**src/rtl/downscale_sequencer.sv**
```systemverilog
// Bilinear downscale sequencer: fetches 4 neighbours, hands them to an interpolator, writes the result.
// Latency is set by mem_gnt / ip_ready / ip_res_valid handshakes; every request holds until granted.
module downscale_sequencer #(
  parameter logic [7:0] DST_BASE  = 8'h80,
  parameter logic [7:0] MMIO_BASE = 8'hF0
) (
  input  logic        clk,
  input  logic        aclr,
  input  logic        start,
  input  logic        step_mode,
  input  logic        step_pulse,
  input  logic [15:0] cfg_width,
  input  logic [15:0] cfg_height,
  input  logic [15:0] cfg_scale,
  output logic        mem_req,
  output logic        mem_we,
  output logic [7:0]  mem_addr,
  output logic [7:0]  mem_wdata,
  input  logic        mem_gnt,
  input  logic [7:0]  mem_rdata,
  output logic [7:0]  p00,
  output logic [7:0]  p01,
  output logic [7:0]  p10,
  output logic [7:0]  p11,
  output logic [7:0]  fx,
  output logic [7:0]  fy,
  output logic        ip_valid,
  input  logic        ip_ready,
  input  logic [7:0]  ip_res,
  input  logic        ip_res_valid,
  output logic        busy,
  output logic        done,
  output logic        err
);

  typedef enum logic [2:0] {IDLE, CHECK, FETCH, ISSUE, WAIT_RES, WRITE, ADVANCE, FIN} state_t;

  state_t      state_q, state_d;
  logic [15:0] w_q, h_q, s_q, x_acc, y_acc;
  logic [7:0]  out_idx, res_q;
  logic [1:0]  rd_idx;
  logic        cap_q;
  logic [7:0]  x0, y0, x1, y1, sel_x, sel_y, src_addr;
  logic [8:0]  dst_sum;
  logic [16:0] xs, ys;
  logic        x_wrap, y_end, adv_go, err_set, src_bad, dst_bad;

  assign x0 = x_acc[15:8];
  assign y0 = y_acc[15:8];
  // x0 < W always holds, so min(x0+1, W-1) reduces to a clamp at the last column
  assign x1 = (({8'd0, x0} + 16'd1) >= w_q) ? x0 : x0 + 8'd1;
  assign y1 = (({8'd0, y0} + 16'd1) >= h_q) ? y0 : y0 + 8'd1;
  assign sel_x    = rd_idx[0] ? x1 : x0;
  assign sel_y    = rd_idx[1] ? y1 : y0;
  assign src_addr = sel_y * w_q[7:0] + sel_x;
  assign src_bad  = src_addr >= MMIO_BASE;
  assign dst_sum  = {1'b0, DST_BASE} + {1'b0, out_idx};
  assign dst_bad  = dst_sum >= {1'b0, MMIO_BASE};
  assign xs       = {1'b0, x_acc} + {1'b0, s_q};
  assign ys       = {1'b0, y_acc} + {1'b0, s_q};
  assign x_wrap   = xs[16] | ({8'd0, xs[15:8]} >= w_q);
  assign y_end    = ys[16] | ({8'd0, ys[15:8]} >= h_q);
  assign adv_go   = !step_mode || step_pulse;
  assign fx       = x_acc[7:0];
  assign fy       = y_acc[7:0];

  always_ff @(posedge clk or posedge aclr) begin
    if (aclr) state_q <= IDLE;
    else      state_q <= state_d;
  end

  always_comb begin
    state_d   = state_q;
    mem_req   = 1'b0;
    mem_we    = 1'b0;
    mem_addr  = 8'd0;
    mem_wdata = 8'd0;
    ip_valid  = 1'b0;
    err_set   = 1'b0;
    case (state_q)
      IDLE:     if (start) state_d = CHECK;
      CHECK: begin
        if (w_q == 16'd0 || h_q == 16'd0 || s_q == 16'd0) begin
          state_d = FIN;
          err_set = 1'b1;
        end else begin
          state_d = FETCH;
        end
      end
      FETCH: begin
        // cap_q marks the capture cycle; no new request is raised in it
        if (cap_q) begin
          if (rd_idx == 2'd3) state_d = ISSUE;
        end else if (src_bad) begin
          state_d = FIN;
          err_set = 1'b1;
        end else begin
          mem_req  = 1'b1;
          mem_addr = src_addr;
        end
      end
      ISSUE: begin
        ip_valid = 1'b1;
        if (ip_ready) state_d = WAIT_RES;
      end
      WAIT_RES: if (ip_res_valid) state_d = WRITE;
      WRITE: begin
        if (dst_bad) begin
          state_d = FIN;
          err_set = 1'b1;
        end else begin
          mem_req   = 1'b1;
          mem_we    = 1'b1;
          mem_addr  = dst_sum[7:0];
          mem_wdata = res_q;
          if (mem_gnt) state_d = ADVANCE;
        end
      end
      ADVANCE:  if (adv_go) state_d = (x_wrap && y_end) ? FIN : FETCH;
      FIN:      state_d = IDLE;
      default:  state_d = IDLE;
    endcase
  end

  always_ff @(posedge clk or posedge aclr) begin
    if (aclr) begin
      w_q <= '0; h_q <= '0; s_q <= '0;
      x_acc <= '0; y_acc <= '0; out_idx <= '0; res_q <= '0;
      rd_idx <= '0; cap_q <= 1'b0;
      p00 <= '0; p01 <= '0; p10 <= '0; p11 <= '0;
      busy <= 1'b0; done <= 1'b0; err <= 1'b0;
    end else begin
      if (err_set) err <= 1'b1;
      if (state_d == FIN && state_q != FIN) begin
        done <= 1'b1;
        busy <= 1'b0;
      end
      case (state_q)
        IDLE: if (start) begin
          w_q <= cfg_width; h_q <= cfg_height; s_q <= cfg_scale;
          x_acc <= '0; y_acc <= '0; out_idx <= '0;
          rd_idx <= '0; cap_q <= 1'b0;
          done <= 1'b0; err <= 1'b0; busy <= 1'b1;
        end
        FETCH: begin
          if (cap_q) begin
            case (rd_idx)
              2'd0:    p00 <= mem_rdata;
              2'd1:    p01 <= mem_rdata;
              2'd2:    p10 <= mem_rdata;
              default: p11 <= mem_rdata;
            endcase
            rd_idx <= rd_idx + 2'd1;
            cap_q  <= 1'b0;
          end else if (mem_req && mem_gnt) begin
            cap_q <= 1'b1;
          end
        end
        WAIT_RES: if (ip_res_valid) res_q <= ip_res;
        WRITE:    if (mem_req && mem_gnt) out_idx <= out_idx + 8'd1;
        ADVANCE: if (adv_go) begin
          if (x_wrap) begin
            x_acc <= '0;
            if (!y_end) y_acc <= ys[15:0];
          end else begin
            x_acc <= xs[15:0];
          end
        end
        default: ;
      endcase
    end
  end

endmodule

```
**config.mk**
```make
export PLATFORM = sky130hd
export DESIGN_NAME = downscale_sequencer
export DESIGN_NICKNAME = d
export VERILOG_FILES = /design/src/rtl/downscale_sequencer.sv
export SDC_FILE = /design/constraint.sdc
export NUM_CORES = 1
export LEC_CHECK = 0
export BUFFER_PORTS_ARGS = -buffer_cell sky130_fd_sc_hd__buf_2
export CORE_ASPECT_RATIO = 2
export CORE_UTILIZATION = 48
export CTS_BUF_LIST = sky130_fd_sc_hd__clkbuf_8
export DETAILED_ROUTE_END_ITERATION = 6
export PLACE_DENSITY = 0.65
export SKIP_CTS_REPAIR_TIMING = 1
export SLEW_MARGIN = 20
export SYNTH_ARGS = -nofsm -noshare
export SYNTH_HDL_FRONTEND = slang
export SYNTH_SLANG_ARGS = --single-unit
```
**constraint.sdc**
```tcl
create_clock -name clk -period 13.05 [get_ports clk]
set_clock_uncertainty 0.1 [all_clocks]
set_input_delay 3.2625 -clock clk [delete_from_list [all_inputs] [get_ports clk]]
set_output_delay 3.2625 -clock clk [all_outputs]
set_load 0.05 [all_outputs]
```
==> flow_summary_export.csv <==
group,metric,value,unit
setup_path,endpoint_kind,"primary output",
sta,finalHoldViolCount,0,
sta,maxSlewHeadroom,0.411,
yosys,synthArstFlopShare,1.00,
route,post_drt_wl_per_cell,17.9,um
route,drc,0,
setup_path,crit_fanout,9,
cts,clk_path_buf_depth,2,
route,num_vias,7550,
yosys,syn_area_per_cell,9.51,sq um
global_routing,grt_overflow,0,
global_routing,grt_max_degree,72,
power,peakVddDrop,0.215,mV
global_routing,grt_pass1_vias,7808,
finish,syn_to_final_growth,12.9,%
power,power.leakage,5.54,nW
setup_path,timing.rr.end,"busy",
die,io_pins,142,
finish,finalNetCount,1309,
setup_path,critPathRequiredTime,9.69,ns
die,rows,72,
route,drt_iter0_markers,250,
setup_path,cp_slowest_stage_delay,0.53,ns
route,first_pass_iters,5,
yosys,synth_top_flop_cell,"dfrtp_1",
finish,drive_above_1_share,0.211,
setup_path,cp_slowest_cell,"fa_1",
sta,tns,0,ns
sta,setup_viol,0,
worst_hold_path,hold_start,"w_q[10]",
sta,postLayoutSetupSlackWorst,1.57,ns
cts,clk_latency,0.48,ns
die,fp.coreArea,0.0194,sq mm
power,power_density,267,mW/mm^2
place,postPlaceCellArea,0.0104,sq mm
cts,cts_tree,"built",
worst_hold_path,holdPathEnd,"w_q[10]",
sta,period_needed,11.48,ns
setup_path,cpMostUsedCell,"fa_1",
die,initial_core_util,0.492,
yosys,yosysWarnings,0,
yosys,synth.distinct_cells,66,
setup_path,crit_path_start_kind,"flop",
setup_path,crit_type,"flop to primary output",
worst_hold_path,hold_depth,2,
route,viasPerCell,5.40,
place,portBuffers,141,
yosys,syn_inst,1003,
yosys,seq_area_frac_synth,0.359,
yosys,synth_edf_count,0,
finish,most-common-layout-cells,"177 x nand2_1, 141 x buf_2, 137 x dfrtp_1, 92 x ha_1, 88 x inv_1",
route,drt-total-wl,25.0,mm
cts,cts.sinks,137,
die,die_area,0.0205,sq mm
cts,cts-root-buf,"clkbuf_8",
global_routing,track_usage,0.264,
sta,max_freq,87.1,MHz
sta,finalMaxSlewViolations,0,
setup_path,rr_startpoint,"y_acc[8]",
cts,cts_buffers,17,
finish,final_common_cell,"nand2_1",
global_routing,grt_pass1_wl,40.2,mm
yosys,synthesis.area,0.00954,sq mm
route,final_antenna_net_count,0,
cts,clk_pin_slew_worst_paths,0.09,ns
die,die_x,102,um
worst_hold_path,worstHoldPathType,"flop to flop",
run_status,outcome,"complete, no violations",
setup_path,r2r_setup_slack,5.41,ns
yosys,synth_fp_nets,1187,
place,dp_slack,2.06,ns
global_routing,antenna_found_initial,1,
sta,rsz0062_at_grt,"no",
setup_path,crit_arrival,8.12,ns
setup_path,r2r_cells,27,
yosys,ys_ff_latch,137,
sta,tightest_slew,0.883,ns
finish,design_area,0.0108,sq mm
sta,timing.final.crit_share,0.880,
place,hpwlAfterDp,19.8,mm
die,die_h,201,um
flow_run,cap_violations,0,
place,place_congestion,0.912,
cts,htree_levels,4,
==> Yosys cell counts (9+ instances only) <==
| master | n | share of area |
|---|---|---|
| nand2_1 | 177 | 0.070 |
| dfrtp_1 | 137 | 0.36 |
| ha_1 | 92 | 0.12 |
| inv_1 | 87 | 0.034 |
| xnor2_1 | 48 | 0.044 |
| mux2_2 | 46 | 0.054 |
| nor2_1 | 45 | 0.018 |
| o21ai_0 | 34 | 0.018 |
| a21oi_1 | 31 | 0.016 |
| clkbuf_1 | 25 | 0.0098 |
| a22o_1 | 23 | 0.021 |
| fa_1 | 20 | 0.042 |
| nand3_1 | 18 | 0.0094 |
| a21o_1 | 16 | 0.013 |
| and2_1 | 16 | 0.010 |
| buf_4 | 16 | 0.013 |
| xor2_1 | 16 | 0.015 |
| and3_1 | 14 | 0.0092 |
| nor4_1 | 12 | 0.0079 |
| o21bai_1 | 11 | 0.0087 |
| mux2i_1 | 10 | 0.010 |
| nor3_1 | 10 | 0.0052 |
| nand2b_1 | 9 | 0.0059 |
| o211ai_1 | 9 | 0.0071 |
==> layer usage <==
| layer | up-vias | GRT usage | part of all wire |
|---|---|---|---|
| li1 | 3663 | - | - |
| met2 | 165 | 0.475 | 0.55 |
| met1 | 3647 | 0.271 | 0.36 |
| met3 | 75 | 0.0538 | 0.030 |
| met5 | - | 0 | 0 |
| met4 | 0 | 0.160 | 0.061 |
==> state kept, by name, indices dropped and copies added (netlist names) <==
| name | cells |
|---|---|
| busy | 1 |
| cap_q | 1 |
| h_q | 16 |
| p10 | 8 |
| p00 | 8 |
| err | 1 |
| rd_idx | 2 |
| state_q | 3 |
| p01 | 8 |
| p11 | 8 |
| res_q | 8 |
| out_idx | 8 |
| s_q | 16 |
| w_q | 16 |
| y_acc | 16 |
| x_acc | 16 |
| done | 1 |
==> layout make-up <==
| cell class | count | area (sq um) |
|---|---|---|
| fill | 1835 | 8600 |
| multi-input combinational | 736 | 5570 |
| sequential | 137 | 3430 |
| timing repair buffer | 146 | 743 |
| inverter | 87 | 332 |
| tap | 259 | 324 |
| clock buffer | 17 | 234 |
| clock inverter | 15 | 141 |
| antenna | 1 | 2.50 |
==> metrics by stage <==
stage,std cells,utilization,hold WS (ns),total power [mW]
3_3_place_gp,1365,0.536,0.359,2.52
5_1_grt,1398,0.556,0.401,3.11
3_5_place_dp,1365,0.536,0.364,2.55
2_1_floorplan,1003,-,0.346,2.11
6_report,1398,0.556,0.382,2.87
4_1_cts,1397,0.556,0.385,2.90
==> worst max-delay path, delay by kind of cell, from the launching register on <==
kind,cells,cell delay [ns]
fa+ha+maj,7,2.82
compound gates,8,1.71
xor+xnor,6,1.59
simple gates,3,0.60
flops,1,0.46
buf+inv,4,0.42
==> where the power goes <==
group | total [mW] | internal, mW | switching [mW]
Sequential | 0.808 | 0.605 | 0.203
Clock | 0.340 | 0.154 | 0.186
Combinational | 1.73 | 0.628 | 1.10
==> how the worst max path moves through the flow <==
stage | startpoint | end | slack, ns
after floorplan | y_acc[8] | mem_addr[7] | 2.52
after global placement | y_acc[8] | mem_addr[6] | 2.21
after detailed placement | y_acc[8] | mem_addr[6] | 2.06
after CTS | y_acc[8] | mem_addr[6] | 1.51
after global routing | y_acc[8] | mem_addr[6] | 0.98
final | y_acc[8] | mem_addr[6] | 1.57
==> logic make-up (layout without fill, tap and decap cells) <==
| group | count (synthesis) | in the layout | share of synthesized area |
|---|---|---|---|
| AND/OR/NAND/NOR | 324 | 324 | 0.153 |
| AO/OA/AOI/OAI | 175 | 175 | 0.132 |
| XOR/XNOR | 69 | 69 | 0.0702 |
| multiplexers | 56 | 56 | 0.0648 |
| buffers and inverters | 130 | 265 | 0.0577 |
| other | 0 | 1 | 0 |
| flip-flops | 137 | 137 | 0.359 |
| adder cells (fa/ha/maj) | 112 | 112 | 0.163 |
Note: power is estimated with default switching activity, not from simulation.
